`config.mk`:
```
export PLATFORM = sky130hd
export DESIGN_NAME = dual_stack_ctrl
export DESIGN_NICKNAME = d
export VERILOG_FILES = /design/src/rtl/dual_stack_ctrl.sv
export SDC_FILE = /design/constraint.sdc
export NUM_CORES = 1
export LEC_CHECK = 0
export BUFFER_PORTS_ARGS = -buffer_cell sky130_fd_sc_hd__buf_2
export CAP_MARGIN = 10
export CORE_UTILIZATION = 35
export DETAILED_ROUTE_END_ITERATION = 10
export GPL_ROUTABILITY_DRIVEN = 0
export GPL_TIMING_DRIVEN = 1
export HOLD_SLACK_MARGIN = 0.08
export PLACE_DENSITY = 0.55
export REMOVE_ABC_BUFFERS = 1
export SLEW_MARGIN = 5
export SYNTH_ARGS = -nofsm -noshare
export SYNTH_HDL_FRONTEND = slang
export SYNTH_SLANG_ARGS = --single-unit
```
`constraint.sdc`:
```
create_clock -name clk -period 5.5 [get_ports clk]
set_clock_uncertainty 0.1 [all_clocks]
set_input_delay 1.65 -clock clk [delete_from_list [all_inputs] [get_ports clk]]
set_output_delay 1.65 -clock clk [all_outputs]
set_load 0.02 [all_outputs]
```
`src/rtl/dual_stack_ctrl.sv`:
```
// Command-side initiator for the dual-stack storage block.
// Checks stack flags, issues push/pop strobes and returns one response per command.
module dual_stack_ctrl #(
    parameter int DATA_W = 8,
    parameter int ERR_W  = 8
) (
    input  logic              clk,
    input  logic              rst_n,
    input  logic              cmd_valid,
    output logic              cmd_ready,
    input  logic [1:0]        cmd_op,
    input  logic              cmd_sel,
    input  logic [DATA_W-1:0] cmd_data,
    output logic              rsp_valid,
    input  logic              rsp_ready,
    output logic [DATA_W-1:0] rsp_data,
    output logic              rsp_err,
    output logic [ERR_W-1:0]  err_count,
    output logic              stack_select,
    output logic              push,
    output logic              pop,
    output logic [DATA_W-1:0] data_in,
    input  logic [DATA_W-1:0] data_out,
    input  logic              s1_empty,
    input  logic              s1_full,
    input  logic              s2_empty,
    input  logic              s2_full
);

    localparam logic [1:0] OP_NOP  = 2'b00;
    localparam logic [1:0] OP_PUSH = 2'b01;
    localparam logic [1:0] OP_POP  = 2'b10;
    localparam logic [1:0] OP_MOVE = 2'b11;

    typedef enum logic [2:0] {
        IDLE,
        ISSUE,
        CAPTURE,
        MOVEPUSH,
        RESP
    } state_e;

    state_e            state_q;
    logic [1:0]        op_q;
    logic              sel_q;
    logic [DATA_W-1:0] wdata_q;
    logic [DATA_W-1:0] rsp_data_q;
    logic              rsp_err_q;
    logic [ERR_W-1:0]  err_q;
    logic              ss_q;
    logic [DATA_W-1:0] din_q;

    logic src_empty;
    logic src_full;
    logic dst_full;
    logic issue_err;
    logic push_issue;
    logic pop_issue;
    logic push_move;

    assign src_empty = sel_q ? s2_empty : s1_empty;
    assign src_full  = sel_q ? s2_full  : s1_full;
    assign dst_full  = sel_q ? s1_full  : s2_full;

    always_comb begin
        issue_err = 1'b0;
        unique case (op_q)
            OP_NOP:  issue_err = 1'b0;
            OP_PUSH: issue_err = src_full;
            OP_POP:  issue_err = src_empty;
            OP_MOVE: issue_err = src_empty | dst_full;
        endcase
    end

    // Strobes decode from the state so the ISSUE-cycle flags gate them directly.
    assign push_issue = (state_q == ISSUE) && (op_q == OP_PUSH) && !issue_err;
    assign pop_issue  = (state_q == ISSUE) && op_q[1] && !issue_err;
    assign push_move  = (state_q == MOVEPUSH);

    assign push = push_issue | push_move;
    assign pop  = pop_issue;

    always_comb begin
        stack_select = ss_q;
        data_in      = din_q;
        if (push_issue || pop_issue) begin
            stack_select = sel_q;
        end else if (push_move) begin
            stack_select = ~sel_q;
        end
        if (push_issue) begin
            data_in = wdata_q;
        end else if (push_move) begin
            data_in = rsp_data_q;
        end
    end

    assign cmd_ready = (state_q == IDLE);
    assign rsp_valid = (state_q == RESP);
    assign rsp_data  = rsp_data_q;
    assign rsp_err   = rsp_err_q;
    assign err_count = err_q;

    always_ff @(posedge clk or negedge rst_n) begin
        if (!rst_n) begin
            state_q    <= IDLE;
            op_q       <= OP_NOP;
            sel_q      <= 1'b0;
            wdata_q    <= '0;
            rsp_data_q <= '0;
            rsp_err_q  <= 1'b0;
            err_q      <= '0;
            ss_q       <= 1'b0;
            din_q      <= '0;
        end else begin
            if (push || pop) begin
                ss_q <= stack_select;
            end
            if (push) begin
                din_q <= data_in;
            end
            unique case (state_q)
                IDLE: begin
                    if (cmd_valid) begin
                        op_q       <= cmd_op;
                        sel_q      <= cmd_sel;
                        wdata_q    <= cmd_data;
                        rsp_data_q <= '0;
                        rsp_err_q  <= 1'b0;
                        state_q    <= ISSUE;
                    end
                end
                ISSUE: begin
                    if (issue_err) begin
                        rsp_err_q <= 1'b1;
                        if (err_q != {ERR_W{1'b1}}) begin
                            err_q <= err_q + 1'b1;
                        end
                        state_q <= RESP;
                    end else if (op_q[1]) begin
                        state_q <= CAPTURE;
                    end else begin
                        state_q <= RESP;
                    end
                end
                CAPTURE: begin
                    rsp_data_q <= data_out;
                    state_q    <= (op_q == OP_MOVE) ? MOVEPUSH : RESP;
                end
                MOVEPUSH: begin
                    state_q <= RESP;
                end
                RESP: begin
                    if (rsp_ready) begin
                        state_q <= IDLE;
                    end
                end
                default: begin
                    state_q <= IDLE;
                end
            endcase
        end
    end

endmodule

```
==> Word-level counts from Yosys, hierarchy flattened <==
Cells that the tools add are included.
{ "op_classes": {"n_bitwise": 3, "div_mod_pow": 0, "n_eq_ne": 11, "n_mux": 19, "n_reduce_logical": 16, "add_sub_neg": 1, "n_lt_le_gt_ge": 0, "n_mul": 0, "shifts": 0} }
{ "op_table": {"columns": ["op", "count"], "rows": [
  ["$mux 8", 3],
  ["$pmux 8 s2", 1],
  ["$mux 3", 5],
  ["$pmux 3 s5", 1],
  ["$add 8x1->8 const B", 1],
  ["$ne 8x8->1 const B", 1],
  ["$mux 1", 7],
  ["$eq 3x2->1 const B", 2],
  ["$reduce_and 2->1", 3],
  ["$reduce_and 3->1", 2],
  ["$eq 2x2->1 const B", 2],
  ["$logic_and 1x1->1", 4],
  ["$ne 2x2->1 const B", 2],
  ["$pmux 1 s4", 1],
  ["$reduce_bool 2->1", 2],
  ["$eq 3x1->1 const B", 1],
  ["$eq 3x3->1 const B", 1],
  ["$logic_not 3->1", 1],
  ["$eq 2x1->1 const B", 1],
  ["$logic_not 2->1", 1],
  ["$logic_or 1x1->1", 2],
  ["$ne 2x1->1 const B", 1],
  ["$or 1x1->1", 2],
  ["$pmux 1 s2", 1],
  ["other kinds (2)", 2]
]} }
{ "word_totals": {"ramBits": 0, "romBits": 0, "ff_bits": 40, "latchBits": 0, "memories": 0} }

==> Depth between registers and ports, before layout <==
{ "logic_depth": {"ltp_word": 7, "mapped_depth": 7} }

==> Worst setup path after synthesis <==
Ideal clock, no wire load.
{ "synth_path": {"path_kind": "input -> output", "startpoint": "input s2_full", "endpoint": "output data_in[0]", "arrival_ns": 2.782, "path_buffers": 2, "stages": 7, "slack_ns": 0.968, "path_cell_list": "nand2_1 mux2i_2 nor4bb_1 buf_2 nor2_2 buf_2 a21o_1"} }
{ "synth_between": {"elab_chain_len": 6, "elab_cells_between_ends": 7, "cone_classes": "mux: 4; bitwise: 1; reduce/logical: 2"} }
{ "synth_rtl": {"columns": ["element", "line", "source"], "rows": [
  ["start, declared", "27", "input logic s2_full"],
  ["$mux 1", "63", "assign dst_full = sel_q ? s1_full : s2_full;"],
  ["$or 1x1->1", "71", "OP_MOVE: issue_err = src_empty | dst_full;"],
  ["$pmux 1 s4 (*)", "67", "unique case (op_q)"],
  ["$logic_not 1->1 (*)", "76", "assign push_issue = (state_q == ISSUE) && (op_q == OP_PUSH) && !issue_err;"],
  ["$logic_and 1x1->1 (*)", "76", null],
  ["$mux 8 (*)", "91", "if (push_issue) begin"],
  ["end, declared", "22", "output logic [DATA_W-1:0] data_in,"]
]} }
Every way passes the cells marked *; elsewhere a longest branch is shown, timed or not.

==> Worst setup path after layout <==
{ "layout_path": {"startpoint": "input s1_full", "endpoint": "output data_in[7]"} }
{ "layout_between": {"elab_chain_len": 6, "elab_cells_between_ends": 7, "cone_classes": "mux: 4; bitwise: 1; reduce/logical: 2"} }
{ "layout_rtl": {"columns": ["element", "line", "source"], "rows": [
  ["start, declared", "25", "input logic s1_full,"],
  ["$mux 1", "63", null],
  ["$or 1x1->1", "71", null],
  ["$pmux 1 s4 (*)", "67", null],
  ["$logic_not 1->1 (*)", "76", null],
  ["$logic_and 1x1->1 (*)", "76", null],
  ["$mux 8 (*)", "91", null]
]} }
Marks and branches as above.

==> impl_summary.txt <==
----------------------------------------------------
[Pwr]
  Clock network fraction of design power ... 0.144
  Proportion of power drawn by flip-flops and latches ... 0.412
  VDD IR max ... 0.2774 mV
  Switching pwr ... 0.5302 mW
  Power density of the placed cells ... 548.4 nW/um^2
  Share of total power in combinational logic ... 0.444
  Switching part of the total power ... 0.4168
  Overall power after layout ... 1.272 mW
  Internal power summed over all cells ... 0.7418 mW
  Leakage Power ... 1.235 nW

[STA]
  Shortest clock period the worst path allows after layout ... 4.806 ns
  Post-route setup TNS ... 0 ns
  Maximum operating frequency ... 0.2081 GHz
  RSZ-0062 raised after global routing ... no
  Relative slew margins ... 0.2804
  Count of final setup violators ... 0
  Share of the clock period used by the worst path after layout ... 0.8738
  Final count of hold timing violations ... 0
  Pins Over Slew Limit ... 0
  Slew at the pin with the worst max-slew slack ... 1.077 ns

[CTS]
  CTS clk-pin slew, worst paths ... 0.07 ns
  Clock insertion delay at the later pin of the skew report ... 0.29 ns
  Post-CTS resize count ... 0
  Count of H-tree levels built during CTS ... 2
  # Post-CTS Setup Buffers ... 0
  Clock root buffer ... clkbuf_8
  Number of hold buffers added after CTS ... 0
  Max Root-Sink Buffers ... 2
  Clock tree from TritonCTS ... done
  Cts bufs inserted ... 5
  TritonCTS Sinks ... 40

[Worst setup path]
  Critical Path End Type ... output port
  R2R Path End ... err_count[6]$_DFFE_PN0P_
  Maximum fanout along the worst path ... 17
  Depth of the worst register-to-register path ... 5
  Critical R2R Launch ... op_q[1]$_DFFE_PN0P_
  Timing startpoint of the critical path ... s1_full
  Reg2Reg Setup Slack ... 3.04 ns
  Worst path slowest cell ... nor2_2
  Cell with the most instances on the worst path ... buf_2
  Buf+Inv Stages, Crit Path ... 2
  Worst setup SP type ... input pin
  Worst Path Arrival ... 3.06 ns
  Critical path's largest stage delay ... 0.52 ns
  Required arrival time at the worst endpoint ... 3.75 ns
  Worst path top cell family by delay ... simple AND/OR/NAND/NOR gates
  Critical Path, Cell by Cell ... buf_2, nand2_1, mux2i_2, nor4bb_2, nor2_2, a21o_1, buf_2
  Critical path start-end classification ... input pin to output port

[GRT]
  Number of global-route vias before repair ... 1,368
  First-pass GRT wire length ... 6651 um
  Largest net degree at the start of global routing ... 41
  Number of antenna violations at the first check in global routing ... 0
  Global routing usage summed across all routing layers ... 0.1612
  Total grt overflow ... 0

[Finish]
  Fin util ... 0.4513
  Total non-filler cell area in the finished layout ... 2320 um^2
  Share of final-layout standard cells stronger than drive strength 1 ... 0.3550
  Count of inserted antenna diode cells ... 0
  Post-synthesis to final-layout area growth ... 22.94%
  Total number of nets in the final design ... 259

[Hold path]
  Number of cells on the worst hold path ... 1
  WHS Endpoint ... din_q[1]$_DFFE_PN0P_
  Hold path startpoint ... din_q[1]$_DFFE_PN0P_
  Worst hold-check path type ... flip-flop to flip-flop

[Floorplan]
  Starting density of the core ... 0.3671
  Placeable core region ... 5140 um^2
  Overall die area ... 5688 um^2
  Top Ports ... 57
  Rows ... 26
  Die Span X ... 75.42 um
  Chip height ... 75.42 um

[Route]
  DRT antenna net count ... 0
  DR WL met2 ... 1813 um
  DRT Wirelength ... 4130 um
  Sum of routed wire segments on met1 ... 2060 um
  Number of vias after detailed routing ... 1,467
  Uppermost metal layer occupied by signal nets ... met4
  Wire per inst ... 13.72 um
  Count of routing violations after the opening detailed-route iteration ... 69
  Initial DRT Pass Iterations ... 2
  Via density per instance ... 4.874
  DRC viols ... 0
  Routed length on met3 ... 186 um

[Place]
  Instance area at placement ... 2242 um^2
  Dpl hpwl ... 2910 um
  IO Port Bufs ... 56

[Yosys]
  Post-synth EDFFs ... 0
  Most common cell in the netlist ... dfrtp_1
  Ranking of synthesized cells by instance count ... dfrtp_1 (40), nand2_1 (24), a21o_1 (17)
  Total number of yosys warnings ... 0
  Avg Synthesized Cell Area ... 10.91 um^2
  Area fraction of the dominant cell type after synthesis ... 0.5305
  Library cell with the largest summed area after synthesis ... dfrtp_1
  Number of instances in the synthesized netlist ... 173
  Portion of the post-synthesis area used by sequential elements ... 0.5305
  Distinct cell type count after synthesis ... 34
  Number of storage elements in the synthesis netlist ... 40
  Fraction of registers with async set/reset ... 1.000
  Most used DFF post-synth ... dfrtp_1
  Post-synthesis cell area ... 1887 um^2
  Main area contributors after synthesis ... dfrtp_1 (53%), mux2_2 (8.4%), a21o_1 (6.8%)

[Flow run]
  Max-capacitance violation count ... 0

[Outcome]
  Outcome ... finished, final reports clean

----------------------------------------------------
-- kinds of logic (layout without fill, tap and decap cells) --
family	count (synthesis)	in the layout	share of synthesized area
simple gates	55	55	0.1492
mux	16	16	0.09681
compound gates	47	47	0.1711
buf+inv	8	66	0.01790
xor+xnor	6	6	0.02786
flops	40	40	0.5305
fa+ha+maj	1	1	0.006630
-- layer usage --
layer / global-route usage / up-vias
li1: - / 738
met1: 0.2297 / 692
met2: 0.2331 / 30
met3: 0.03704 / 7
met4: 0.07407 / 0
met5: 0 / -
-- state kept, by name (all words and copies together) (netlist names) --
register / cells
wdata_q: 8
rsp_err: 1
state_q: 3
ss_q: 1
err_count: 8
sel_q: 1
din_q: 8
op_q: 2
rsp_data: 8
-- per-stage QoR --
stage / hold WS (ns) / worst slack (ns) / std cells
finish: 0.3810 / 0.6939 / 301
global route: 0.4079 / 0.5394 / 301
CTS: 0.3846 / 0.6754 / 301
detailed placement: 0.3669 / 0.6722 / 294
global placement: 0.3607 / 0.7003 / 294
floorplan: 0.3500 / 0.5195 / 167
-- power by group through the flow --
stage                     logic [mW]  clock network (mW)  registers, mW
after global routing           0.628               0.202          0.542
after detailed placement       0.574                   0          0.528
after global placement         0.571                   0          0.530
after floorplan                0.361                   0          0.550
final                          0.565               0.183          0.523
after CTS                      0.575               0.190          0.523
-- layout make-up --
class / count / area, um^2
clock buffers: 6 / 72.57
fillers: 536 / 2820
multi-input cells: 125 / 858.3
repair buffers: 57 / 287.8
flip-flops and latches: 40 / 1001
clock inverters: 1 / 5.005
inverters: 2 / 7.507
well taps: 70 / 87.58
-- layout by cell type, fill, tap and decap left out, types with 2 or more instances in the layout --
cell,instances
a21o_1,17
a21oi_1,5
a22o_1,8
and3_1,2
buf_2,56
clkbuf_8,5
dfrtp_1,40
inv_1,2
mux2_2,14
nand2_1,24
nand3_1,5
nor2_1,3
nor2b_1,6
nor3_1,4
nor3b_1,2
nor4_1,2
o21ai_0,12
xnor2_1,3
xor2_1,3
-- worst max path at each step --
stage,to,slack (ns),cells past startpoint
final,data_in[7],0.69,7
after CTS,data_in[7],0.68,7
after global routing,data_in[4],0.54,7
after floorplan,data_in[0],0.52,5
after global placement,data_in[7],0.70,7
after detailed placement,data_in[7],0.67,7
Note: power is estimated with default switching activity, not from simulation.
